$ cat config.mk
export PLATFORM = sky130hd
export DESIGN_NAME = disp_nibble_collector_flat
export DESIGN_NICKNAME = d
export VERILOG_FILES = /design/src/rtl/disp_nibble_collector_if.sv /design/src/rtl/disp_nibble_collector.sv /design/src/flat_wrapper.sv
export SDC_FILE = /design/constraint.sdc
export NUM_CORES = 1
export LEC_CHECK = 0
export ABC_AREA = 1
export ABC_CLOCK_PERIOD_IN_PS = 1700
export BUFFER_PORTS_ARGS = -buffer_cell sky130_fd_sc_hd__buf_4
export CAP_MARGIN = 40
export CORE_ASPECT_RATIO = 0.7
export CORE_UTILIZATION = 25
export DETAILED_ROUTE_END_ITERATION = 8
export SLEW_MARGIN = 20
export SYNTH_ARGS = -nofsm -noshare
export SYNTH_HDL_FRONTEND = slang
export SYNTH_SLANG_ARGS = --single-unit
export TNS_END_PERCENT = 1
$ cat constraint.sdc
create_clock -name CLK -period 1.7 [get_ports CLK]
set_clock_uncertainty 0.15 [all_clocks]
set_input_delay 0.51 -clock CLK [delete_from_list [all_inputs] [get_ports CLK]]
set_output_delay 0.51 -clock CLK [all_outputs]
set_load 0.01 [all_outputs]
$ cat src/rtl/disp_nibble_collector_if.sv
// disp_nibble_collector_if
//   Groups the multiplexed display bus and the reassembled result.
//   master : the scan source and result consumer (drives S_CLK/DISP, reads results)
//   slave  : the collector (reads S_CLK/DISP, drives results)
//   S_CLK   - scan phase select (1: bits [3:0], 0: bits [7:4])
//   DISP    - multiplexed nibble
//   SEG_OUT - last complete reassembled byte {hi, lo}
//   VALID   - one-cycle pulse when SEG_OUT updates
//   CHANGED - one-cycle pulse with VALID when the new byte differs from the old one
//   STALE   - level, no scan activity seen for the timeout window
interface disp_nibble_collector_if;
  logic       S_CLK;
  logic [3:0] DISP;
  logic [7:0] SEG_OUT;
  logic       VALID;
  logic       CHANGED;
  logic       STALE;

  modport master (
    output S_CLK,
    output DISP,
    input  SEG_OUT,
    input  VALID,
    input  CHANGED,
    input  STALE
  );

  modport slave (
    input  S_CLK,
    input  DISP,
    output SEG_OUT,
    output VALID,
    output CHANGED,
    output STALE
  );
endinterface

$ cat src/rtl/disp_nibble_collector.sv
// disp_nibble_collector
//   Receive side of the display nibble multiplexer. Synchronizes the scan
//   select and nibble bus, waits for the scan phase to settle, captures the
//   low nibble in the S_CLK=1 phase and the high nibble in the S_CLK=0 phase,
//   and publishes the byte with VALID/CHANGED pulses. STALE flags a scan that
//   has stopped toggling.
//   Ports:
//     CLK   - system clock, all state on rising edge
//     RST_N - asynchronous active-low reset
//     bus   - slave side of disp_nibble_collector_if
//   Parameters:
//     SETTLE  - cycles the synchronized S_CLK must be stable before sampling (>=1)
//     TIMEOUT - cycles without an S_CLK edge before STALE (> SETTLE)
module disp_nibble_collector #(
  parameter int SETTLE  = 4,
  parameter int TIMEOUT = 1024
) (
  input  logic                    CLK,
  input  logic                    RST_N,
  disp_nibble_collector_if.slave  bus
);

  localparam int CW = (SETTLE < 1) ? 1 : $clog2(SETTLE + 1);
  localparam int IW = $clog2(TIMEOUT + 1);

  localparam logic [CW-1:0] CNT_ONE   = CW'(1);
  localparam logic [CW-1:0] CNT_LAST  = CW'(SETTLE - 1);
  localparam logic [CW-1:0] CNT_FULL  = CW'(SETTLE);
  localparam logic [IW-1:0] IDLE_LAST = IW'(TIMEOUT - 1);
  localparam logic [IW-1:0] IDLE_MAX  = IW'(TIMEOUT);
  localparam logic [IW-1:0] IDLE_ONE  = IW'(1);

  typedef enum logic [1:0] {
    ST_HUNT,
    ST_SETTLE,
    ST_HOLD
  } state_e;

  logic          s_meta_q, s_sync_q, s_prev_q;
  logic [3:0]    d_meta_q, d_sync_q;

  state_e        state_q, state_d;
  logic          phase_q, phase_d;
  logic [CW-1:0] cnt_q, cnt_d;
  logic [IW-1:0] idle_q, idle_d;
  logic [3:0]    lo_q, lo_d;
  logic          got_lo_q, got_lo_d;
  logic [7:0]    seg_q, seg_d;
  logic          valid_q, valid_d;
  logic          changed_q, changed_d;
  logic          stale_q, stale_d;

  logic          scan_edge;
  logic          timeout_hit;
  logic [7:0]    new_byte;

  // Two-flop synchronizers for the asynchronous scan inputs; s_prev_q keeps
  // the previous synchronized level for edge detection.
  always_ff @(posedge CLK or negedge RST_N) begin
    if (!RST_N) begin
      s_meta_q <= 1'b0;
      s_sync_q <= 1'b0;
      s_prev_q <= 1'b0;
      d_meta_q <= 4'h0;
      d_sync_q <= 4'h0;
    end else begin
      s_meta_q <= bus.S_CLK;
      s_sync_q <= s_meta_q;
      s_prev_q <= s_sync_q;
      d_meta_q <= bus.DISP;
      d_sync_q <= d_meta_q;
    end
  end

  assign scan_edge   = (s_sync_q != s_prev_q);
  // The idle counter is cleared by an edge, so a timeout never coincides with one.
  assign timeout_hit = !scan_edge && (idle_q == IDLE_LAST);
  assign new_byte    = {d_sync_q, lo_q};

  always_ff @(posedge CLK or negedge RST_N) begin
    if (!RST_N) begin
      state_q   <= ST_HUNT;
      phase_q   <= 1'b0;
      cnt_q     <= '0;
      idle_q    <= '0;
      lo_q      <= 4'h0;
      got_lo_q  <= 1'b0;
      seg_q     <= 8'h00;
      valid_q   <= 1'b0;
      changed_q <= 1'b0;
      stale_q   <= 1'b0;
    end else begin
      state_q   <= state_d;
      phase_q   <= phase_d;
      cnt_q     <= cnt_d;
      idle_q    <= idle_d;
      lo_q      <= lo_d;
      got_lo_q  <= got_lo_d;
      seg_q     <= seg_d;
      valid_q   <= valid_d;
      changed_q <= changed_d;
      stale_q   <= stale_d;
    end
  end

  always_comb begin
    state_d   = state_q;
    phase_d   = phase_q;
    cnt_d     = cnt_q;
    lo_d      = lo_q;
    got_lo_d  = got_lo_q;
    seg_d     = seg_q;
    valid_d   = 1'b0;
    changed_d = 1'b0;
    stale_d   = stale_q;

    if (scan_edge) begin
      idle_d = '0;
    end else if (idle_q != IDLE_MAX) begin
      idle_d = idle_q + IDLE_ONE;
    end else begin
      idle_d = idle_q;
    end

    if (timeout_hit && (state_q != ST_HUNT)) begin
      // Scan has stopped: drop any half frame and wait for activity again.
      stale_d  = 1'b1;
      state_d  = ST_HUNT;
      got_lo_d = 1'b0;
    end else begin
      case (state_q)
        ST_HUNT: begin
          if (scan_edge) begin
            state_d = ST_SETTLE;
            phase_d = s_sync_q;
            cnt_d   = CNT_ONE;
          end
        end
        ST_SETTLE: begin
          if (scan_edge) begin
            // A new edge before settling is a glitch: restart, no capture.
            phase_d = s_sync_q;
            cnt_d   = CNT_ONE;
          end else if (cnt_q >= CNT_LAST) begin
            cnt_d   = CNT_FULL;
            state_d = ST_HOLD;
            if (phase_q) begin
              lo_d     = d_sync_q;
              got_lo_d = 1'b1;
            end else if (got_lo_q) begin
              seg_d     = new_byte;
              valid_d   = 1'b1;
              changed_d = (new_byte != seg_q);
              stale_d   = 1'b0;
              got_lo_d  = 1'b0;
            end
            // A hi phase without a preceding lo is a partial frame and is dropped.
          end else begin
            cnt_d = cnt_q + CNT_ONE;
          end
        end
        ST_HOLD: begin
          if (scan_edge) begin
            state_d = ST_SETTLE;
            phase_d = s_sync_q;
            cnt_d   = CNT_ONE;
          end
        end
        default: begin
          state_d = ST_HUNT;
        end
      endcase
    end
  end

  assign bus.SEG_OUT = seg_q;
  assign bus.VALID   = valid_q;
  assign bus.CHANGED = changed_q;
  assign bus.STALE   = stale_q;

endmodule

$ cat src/flat_wrapper.sv
// flat-port wrapper written by rule: the top's interface ports become plain ports
module disp_nibble_collector_flat 
#(
  parameter int SETTLE  = 4,
  parameter int TIMEOUT = 1024
)
  (CLK, RST_N, bus_S_CLK, bus_DISP, bus_SEG_OUT, bus_VALID, bus_CHANGED, bus_STALE);
  disp_nibble_collector_if bus_i ();
  input  logic CLK;
  input  logic RST_N;
  input wire logic [$bits(bus_i.S_CLK)-1:0] bus_S_CLK;
  input wire logic [$bits(bus_i.DISP)-1:0] bus_DISP;
  output wire logic [$bits(bus_i.SEG_OUT)-1:0] bus_SEG_OUT;
  output wire logic [$bits(bus_i.VALID)-1:0] bus_VALID;
  output wire logic [$bits(bus_i.CHANGED)-1:0] bus_CHANGED;
  output wire logic [$bits(bus_i.STALE)-1:0] bus_STALE;
  assign bus_i.S_CLK = bus_S_CLK;
  assign bus_i.DISP = bus_DISP;
  assign bus_SEG_OUT = bus_i.SEG_OUT;
  assign bus_VALID = bus_i.VALID;
  assign bus_CHANGED = bus_i.CHANGED;
  assign bus_STALE = bus_i.STALE;
  disp_nibble_collector #(.SETTLE(SETTLE), .TIMEOUT(TIMEOUT)) u_core (.CLK(CLK), .RST_N(RST_N), .bus(bus_i));
endmodule
# Yosys cells after proc, flatten, opt, wreduce, memory -nomap -nowiden
# Cells that the tools add are included.
op_classes:
  add_sub_neg: 2
  order_cmp: 1
  eq_ne: 12
  mux: 34
  bitwise_logic: 3
  reduce_logical: 19
ops:
  columns: ["op", "count"]
  rows:
  - ["$mux 1", 23]
  - ["$mux 11", 2]
  - ["$reduce_and 3->1", 4]
  - ["$reduce_bool 2->1", 6]
  - ["$add 11x1->11 const B", 1]
  - ["$eq 11x10->1 const B", 1]
  - ["$ne 11x11->1 const B", 1]
  - ["$reduce_and 5->1", 2]
  - ["$mux 3", 3]
  - ["$mux 2", 4]
  - ["$ne 8x8->1", 1]
  - ["$ne 3x1->1 const B", 2]
  - ["$pmux 3 s2", 1]
  - ["$reduce_and 6->1", 1]
  - ["$ne 2x2->1 const B", 2]
  - ["$pmux 2 s2", 1]
  - ["$add 3x1->3 const B", 1]
  - ["$ge 3x2->1 const B", 1]
  - ["$ne 3x3->1 const B", 1]
  - ["$not 1->1", 3]
  - ["$reduce_or 3->1", 1]
  - ["$eq 2x1->1 const B", 1]
  - ["$eq 2x2->1 const B", 1]
  - ["$logic_and 1x1->1", 2]
  - ["other kinds (5)", 5]
word_totals:
  reg_bits: 44
  input_bits: 7
  output_inout_bits: 11
  elab_cells: 86

# Longest topological paths before layout
# Gate-level depths: netlist (run 1).
depth:
  word_depth: 7
  mapped_depth: 10
  mapped_depth_nobuf: 9

# Worst setup path before layout (run 1)
# No wires, ideal clock.
synth_timing:
  path_type: "register to register"
  startpoint: "register u_core.cnt_q[0]"
  endpoint: "register u_core.seg_q[0], in the netlist u_core.bus.SEG_OUT[0]"
  setup_time_ns: 0.117
  t_arrival_ns: 1.288
  required_time_ns: 1.433
  path_slack_ns: 0.145
  stages_incl_launch_ff: 10
  n_path_buf: 0
  synth_period_minus_slack_ns: 1.555
  path_cell_list: "dfrtp_1 ha_1 ha_1 inv_1 nand3_1 nand3_2 nor2_8 nand2_8 nand2_1 nand2_1"
synth_between:
  elab_chain_len: 2
synth_lines:
  columns: ["element", "line", "source"]
  rows:
  - ["from (decl)", "disp_nibble_collector.sv:44", "logic [CW-1:0] cnt_q, cnt_d;"]
  - ["from (signal assigned)", "disp_nibble_collector.sv:95", "cnt_q <= cnt_d;"]
  - ["$ge 3x2->1", "disp_nibble_collector.sv:144", "end else if (cnt_q >= CNT_LAST) begin"]
  - ["$reduce_and 6->1 (no source line)", null, null]
  - ["to (signal assigned)", "disp_nibble_collector.sv:99", "seg_q <= seg_d;"]
  - ["to (decl)", "disp_nibble_collector.sv:48", "logic [7:0] seg_q, seg_d;"]
# No other way between the ends.
# A chain may end at the register's enable or synchronous reset.

# Worst setup path in the final report (run 1)
# Ends and elaborated chain as after synthesis.

==> results of run 1 <==
[cells in the final DEF, fill, tap and decap left out, drive strengths merged]
| master | instances |
|---|---|
| a21oi | 4 |
| buf | 25 |
| bufinv | 2 |
| clkbuf | 5 |
| dfrtp | 44 |
| ha | 4 |
| inv | 25 |
| nand2 | 57 |
| nand3 | 23 |
| nand4 | 8 |
| nor2 | 26 |
| nor3 | 3 |
| o21ai | 12 |
| xnor2 | 9 |
| xor2 | 2 |
[synthesized netlist by cell type, drive strengths merged]
master	count	area, µm²
nand2	56	241
dfrtp	44	1100
inv	25	93.8
nor2	25	128
nand3	23	145
o21ai	12	60.1
xnor2	9	78.8
nand4	8	50.1
a21oi	4	20.0
ha	4	50.1
buf	3	23.8
nor3	3	15.0
xor2	2	17.5
clkbuf	1	3.75
[per-stage QoR]
stage / total power [mW] / setup WS, ns / util / hold slack [ns]
final: 4.01 / 0.0369 / 0.330 / 0.0585
after global routing: 4.28 / -0.0601 / 0.330 / 0.123
after CTS: 3.88 / 0.0345 / 0.318 / 0.0914
after detailed placement: 2.60 / -0.0104 / 0.292 / 0.185
after floorplan: 2.25 / 0.145 / - / 0.0644
after global placement: 2.58 / 0.0377 / 0.292 / 0.182
[path summary, 6_finish.rpt]
check	end	startpoint	depth (start not counted)
min in group CLK	u_core.d_meta_q[1]	bus_DISP[1]	1
max reg2reg	u_core.bus.SEG_OUT[0]	u_core.cnt_q[0]	9
max	u_core.bus.SEG_OUT[0]	u_core.cnt_q[0]	9
min reg2reg	u_core.s_sync_q	u_core.s_meta_q	0
min	u_core.bus.SEG_OUT[1]	RST_N	1
max in group asynchronous	u_core.s_prev_q	RST_N	1
[power by group]
part	switching (mW)	internal [mW]	total, mW
registers	0.238	1.29	1.53
logic	0.700	0.563	1.26
clock network	0.390	0.833	1.22
[worst reg2reg max path, cell delays in order (launching register included)]
cell,delay (ns)
dfrtp_1,0.39
ha_2,0.21
ha_4,0.13
inv_2,0.04
nand3_4,0.08
nand3_4,0.13
nor2_8,0.20
nand2_4,0.11
nand2_2,0.08
nand2_1,0.05
[layer usage]
| metal | GRT usage | up-vias | part of all wire |
|---|---|---|---|
| li1 | - | 759 | - |
| met1 | 0.151 | 683 | 0.55 |
| met2 | 0.140 | 28 | 0.40 |
| met3 | 0.0252 | 7 | 0.035 |
| met4 | 0.0467 | 0 | 0.014 |
| met5 | 0 | - | 0 |
[state kept, by name, summed over array words and instances (netlist names), 2 cells and up]
register	flops
u_core.lo_q	4
u_core.bus.SEG_OUT	8
u_core.state_q	2
u_core.cnt_q	3
u_core.d_sync_q	4
u_core.d_meta_q	4
u_core.idle_q	11
[cell families after synthesis]
kind of cell,after synthesis,synth area share
xor+xnor,11,0.0475
compound gates,16,0.0395
simple gates,115,0.286
flops,44,0.543
fa+ha+maj,4,0.0247
buf+inv,29,0.0598
[layout make-up]
cell class                 count  area share
inverter                      25      0.0361
timing repair buffer          25      0.0771
clock buffer                   5      0.0482
clock inverter                 2      0.0231
multi-input combinational    148       0.343
sequential                    44       0.424
tap                          101      0.0487
[timing repair]
action | CTS | global route
resized for setup | 2 | 14
endpoints found under the setup margin | 8 | 20
cloned | 1 | 1
pin swaps | 1 | 8
hold buffers | 0 | 0
setup buffers | 0 | 4
==> qor.csv, run 1 <==
stage;metric;value;unit
detailed_routing;avgViaCountPerCell;4.22;
floorplanning;initial_core_util;0.258;
worst_setup_path;crit_chain;ha_2, ha_4, inv_2, nand3_4, nand3_4, nor2_8, nand2_4, nand2_2, nand2_1;
worst_setup_path;cp-end-kind;register;
layout;fillers;808;
layout;drive_above_1_share;0.241;
floorplanning;row_count;27;
worst_setup_path;slowest_delay;0.39;ns
layout;seqCellArea;1100;µm²
hold_path;hold_path.class;input pin to async pin;
floorplanning;die_y;77.4;µm
sta;rsz0062_at_grt;true;
clock_tree;numCtsBuffers;5;
worst_setup_path;worstSetupPathType;register to register;
worst_setup_path;cp_slowest_cell;dfrtp_1;
status;status;complete, no violations;
global_routing;antenna_found_initial;0;
sta;max_freq;601;MHz
power;power_density;1550;nW/µm²
sta;period_needed;1.66;ns
global_routing;grt_max_degree;45;
synthesis;syn_inst;219;
global_routing;grt_pass1_wl;6690;µm
placed_design;place_inst;337;
placed_design;dpl-instance-area;2300;µm²
layout;final_cells;350;
synthesis;yosysWarnings;0;
worst_setup_path;path_delay_family;simple AND/OR/NAND/NOR gates;
sta;setup_violations;0;
sta;worst_pin_slew;0.563;ns
detailed_routing;vias;1477;
synthesis;postSynthAreaPerCell;9.26;µm²
detailed_routing;routedWlPerCell;11.5;µm
detailed_routing;ant_nets;0;
synthesis;syn_nets;230;
detailed_routing;drc;0;
layout;multi_input_area;891;µm²
placed_design;gp_congestion;0.768;
floorplanning;core;7870;µm²
sta;hold_violations;0;
power;vdd_drop_max;487;µV
clock_tree;cts.path.max_buffers;2;
detailed_routing;dr.first_iter.drc_count;55;
clock_tree;cts_sinks;44;
clock_tree;cts_tree;yes;
synthesis;synth_seq_cells;44;
global_routing;grt_pass1_vias;1425;
synthesis;synth-seq-area-share;0.543;
placed_design;numPortBuffers;17;
placed_design;dp_hpwl;2600;µm
clock_tree;clock_latency;0.29;ns
clock_tree;cts_max_level;2;
sta;slew_viol_final;0;
worst_setup_path;cp.arrival;1.69;ns
sta;totalNegativeSetupSlack;0;ns
global_routing;grt.total_usage;0.103;
synthesis;syn_area;2030;µm²
detailed_routing;dr.pass1.iters;4;
layout;final_cell_area;2600;µm²
detailed_routing;wirelength;4020;µm
worst_setup_path;crit_required;1.73;ns
clock_tree;clk_pin_slew;0.06;ns
worst_setup_path;cp_common_cell;nand3_4;
layout;nNetsFinal;260;
floorplanning;num_io_pins;18;
floorplanning;dieWidth;110;µm
sta;period_share;0.978;
worst_setup_path;crit_buf_inv;1;
worst_setup_path;rrSetupSlack;0.04;ns
layout;area_delta_synth_final;28.1;%
floorplanning;dieArea;8480;µm²
global_routing;grt-ovfl-total;0;
flow_run;drv_cap;0;
power;p_leak;1.26;nW
sta;max_slew_margin;0.625;
worst_setup_path;worstPathMaxFanout;6;
synthesis;synthDistinctLibCells;25;
layout;diodes;0;
worst_setup_path;critPathLaunchType;register;
clock_tree;root_buffer;clkbuf_16;
Note: power is estimated with default switching activity, not from simulation.
==> inputs of run 2 (changes only) <==
--- a/config.mk
+++ b/config.mk
@@ -6,7 +6,7 @@
 export NUM_CORES = 1
 export LEC_CHECK = 0
 export ABC_AREA = 1
-export ABC_CLOCK_PERIOD_IN_PS = 1700
+export ABC_CLOCK_PERIOD_IN_PS = 1550
 export BUFFER_PORTS_ARGS = -buffer_cell sky130_fd_sc_hd__buf_4
 export CAP_MARGIN = 40
 export CORE_ASPECT_RATIO = 0.7
==> constraint.sdc (replaced) <==
create_clock -name CLK -period 1.55 [get_ports CLK]
set_clock_uncertainty 0.15 [all_clocks]
set_input_delay 0.465 -clock CLK [delete_from_list [all_inputs] [get_ports CLK]]
set_output_delay 0.465 -clock CLK [all_outputs]
set_load 0.01 [all_outputs]
==> run 2 against run 1 <==
Effect of this change:
- the run now ends with DRC, setup timing left
- register-to-register slack got worse by 0.08 ns
- final cell count rose by 2.0%
- wire length fell by 3.8%
- worst hold slack got worse by 0.034 ns
- first-iteration DRC count rose by 20%
- combinational power rose by 13%
- setup slack got worse by 0.082 ns
- clock-buffer cell count rose by 2
- sequential cell count did not move
- via count rose by 0.41%
==> qor.csv, run 2 (synthesis results as in run 1) <==
stage;metric;value;unit;change
status;status;finished, violations left;;
status;violations;DRC, setup timing;;
clock_tree;cts_max_level;2;;unchanged
detailed_routing;avgViaCountPerCell;4.15;;-1.6%
sta;rsz0062_at_grt;true;;
worst_setup_path;crit_required;1.58;ns;-0.15 ns
detailed_routing;wirelength;3860;µm;-3.8%
layout;nNetsFinal;267;;+2.7%
power;power_density;1590;nW/µm²;+2.6%
worst_setup_path;cp-end-kind;register;;
global_routing;grt_max_degree;45;;unchanged
layout;mostFrequentLayoutCells;46 x nand2_1, 44 x dfrtp_1, 29 x buf_4;;
global_routing;grt_pass1_vias;1442;;+1.2%
detailed_routing;dr.first_iter.drc_count;66;;+20%
placed_design;dp_hpwl;2700;µm;+4.0%
global_routing;grt.total_usage;0.104;;+0.00108
hold_path;hold_path.class;input pin to async pin;;
flow_run;drv_cap;0;;unchanged
worst_setup_path;startpoint;u_core.cnt_q[1];;
detailed_routing;vias;1483;;+0.41%
sta;totalNegativeSetupSlack;-0.263;ns;-0.263 ns
power;p_leak;1.28;nW;+1.7%
worst_setup_path;crit_buf_inv;1;;unchanged
floorplanning;die_y;77.4;µm;unchanged
sta;period_share;1.03;;+0.0506
worst_setup_path;worstReg2RegEnd;u_core.bus.SEG_OUT[7];;
worst_setup_path;crit_chain;ha_4, ha_4, inv_2, nand3_4, nand3_4, nor2_8, nand2_4, nand2_1, nand2_1;;
clock_tree;clk_pin_slew;0.06;ns;about the same
worst_setup_path;worst-r2r-cell-count;9;;unchanged
sta;hold_violations;0;;unchanged
placed_design;numPortBuffers;17;;unchanged
sta;period_needed;1.59;ns;-0.0684 ns
detailed_routing;dr.pass1.iters;6;;+2
worst_setup_path;path_delay_family;simple AND/OR/NAND/NOR gates;;
global_routing;grt_pass1_wl;6680;µm;-0.21%
global_routing;grt-ovfl-total;0;;unchanged
worst_setup_path;cp.arrival;1.62;ns;-0.07 ns
layout;drive_above_1_share;0.270;;+0.0286
clock_tree;cts.hold.buffers_added;0;;unchanged
clock_tree;root_buffer;clkbuf_16;;
worst_setup_path;crit_end;u_core.bus.SEG_OUT[7];;
power;total_power;4.17;mW;+3.9%
worst_setup_path;critPathLaunchType;register;;
worst_setup_path;slowest_delay;0.39;ns;about the same
clock_tree;numCtsBuffers;5;;unchanged
detailed_routing;wl_met3;128;µm;-8.6%
floorplanning;dieArea;8480;µm²;unchanged
layout;area_delta_synth_final;29.7;%;
detailed_routing;ant_nets;0;;unchanged
floorplanning;core;7870;µm²;unchanged
worst_setup_path;r2r-start;u_core.cnt_q[1];;
sta;setup_violations;9;;+9
placed_design;gp_congestion;0.749;;-2.6%
layout;final_common_cell;nand2_1;;
worst_setup_path;cp_slowest_cell;dfrtp_1;;
worst_setup_path;path_depth;9;;unchanged
power;vdd_drop_max;623;µV;+28%
global_routing;antenna_found_initial;0;;unchanged
worst_setup_path;worstPathMaxFanout;6;;unchanged
worst_setup_path;worstSetupPathType;register to register;;
layout;diodes;0;;unchanged
detailed_routing;wl_met2;1540;µm;-3.8%
layout;largest_register;u_core.idle_q;;
sta;max_slew_margin;0.636;;+0.0110
layout;largest_register_ffs;11;;unchanged
floorplanning;row_count;27;;unchanged
sta;slew_viol_final;0;;unchanged
detailed_routing;drc;1;;+1
floorplanning;num_io_pins;18;;unchanged
worst_setup_path;rrSetupSlack;-0.04;ns;-0.08 ns
detailed_routing;routedWlPerCell;10.8;µm;-5.6%
sta;worst_pin_slew;0.547;ns;-0.0166 ns
clock_tree;cts_tree;yes;;
floorplanning;initial_core_util;0.258;;unchanged
clock_tree;cts_sinks;44;;unchanged
floorplanning;dieWidth;110;µm;unchanged
clock_tree;cts.path.max_buffers;2;;unchanged
sta;fin_hold_ws;0.0247;ns;-0.0338 ns
clock_tree;clock_latency;0.28;ns;about the same
detailed_routing;top_layer;met4;;
detailed_routing;wl_met1;2170;µm;-2.2%
sta;max_freq;627;MHz;+4.3%
sta;fin_ws;-0.0448;ns;-0.0816 ns
-- run 2: changes by cell type in the layout (fill, tap and decap cells not counted) --
| cell | delta |
|---|---|
| buf_4 | +5 |
| buf_6 | +2 |
| bufinv_16 | -2 |
| clkbuf_8 | +2 |
| inv_1 | -2 |
| inv_2 | +1 |
| inv_4 | +1 |
| nand2_1 | +1 |
| nand2_2 | -1 |
| nand3_1 | -1 |
| nand3_2 | +1 |
-- run 2: cell type report --
class                   count  area [µm²]
well taps                 101         126
fillers                   808        5240
inverters                  25        96.3
clock buffers               7         153
multi-input cells         148         893
flip-flops and latches     44        1100
repair buffers             32         260
-- run 2: worst min path at each step --
| stage | startpoint | end | cells after the start |
|---|---|---|---|
| 6_report | RST_N | u_core.bus.CHANGED | 1 |
| 5_1_grt | RST_N | u_core.bus.CHANGED | 1 |
| 4_1_cts | RST_N | u_core.bus.CHANGED | 1 |
| 3_5_place_dp | u_core.d_meta_q[3] | u_core.d_sync_q[3] | 0 |
| 3_3_place_gp | u_core.d_meta_q[3] | u_core.d_sync_q[3] | 0 |
| 2_1_floorplan | RST_N | u_core.bus.CHANGED | 0 |
-- run 2: repair_timing --
item	in CTS	in global routing
endpoints found under the setup margin	16	25
setup buffers	1	0
pin swaps	5	7
resized for setup	8	12
gates cloned	2	0
-- run 2: through the flow --
stage	util	setup WS, ns	std cells	area (µm²)
floorplan	-	0.0301	219	2030
global placement	0.300	-0.0469	347	2360
detailed placement	0.300	-0.0696	347	2360
CTS	0.330	-0.0350	357	2600
global route	0.334	-0.139	357	2630
finish	0.334	-0.0448	357	2630
-- run 2: routing by layer --
metal	GRT usage	vias up
met5	0	-
met4	0.0440	0
met3	0.0336	2
met2	0.142	22
met1	0.150	684
li1	-	775
-- run 2: power by group --
group	switching, mW	total (mW)	leakage, nW	internal (mW)
Sequential	0.254	1.67	0.566	1.42
Clock	0.393	1.07	0.0760	0.675
Combinational	0.777	1.43	0.637	0.655
-- run 2: worst register-to-register path, delay by kind of cell, from the launching register on --
family / cells / cell delay (ns)
AND/OR/NAND/NOR: 6 / 0.65
adder cells (fa/ha/maj): 2 / 0.27
flip-flops: 1 / 0.39
buffers and inverters: 1 / 0.03
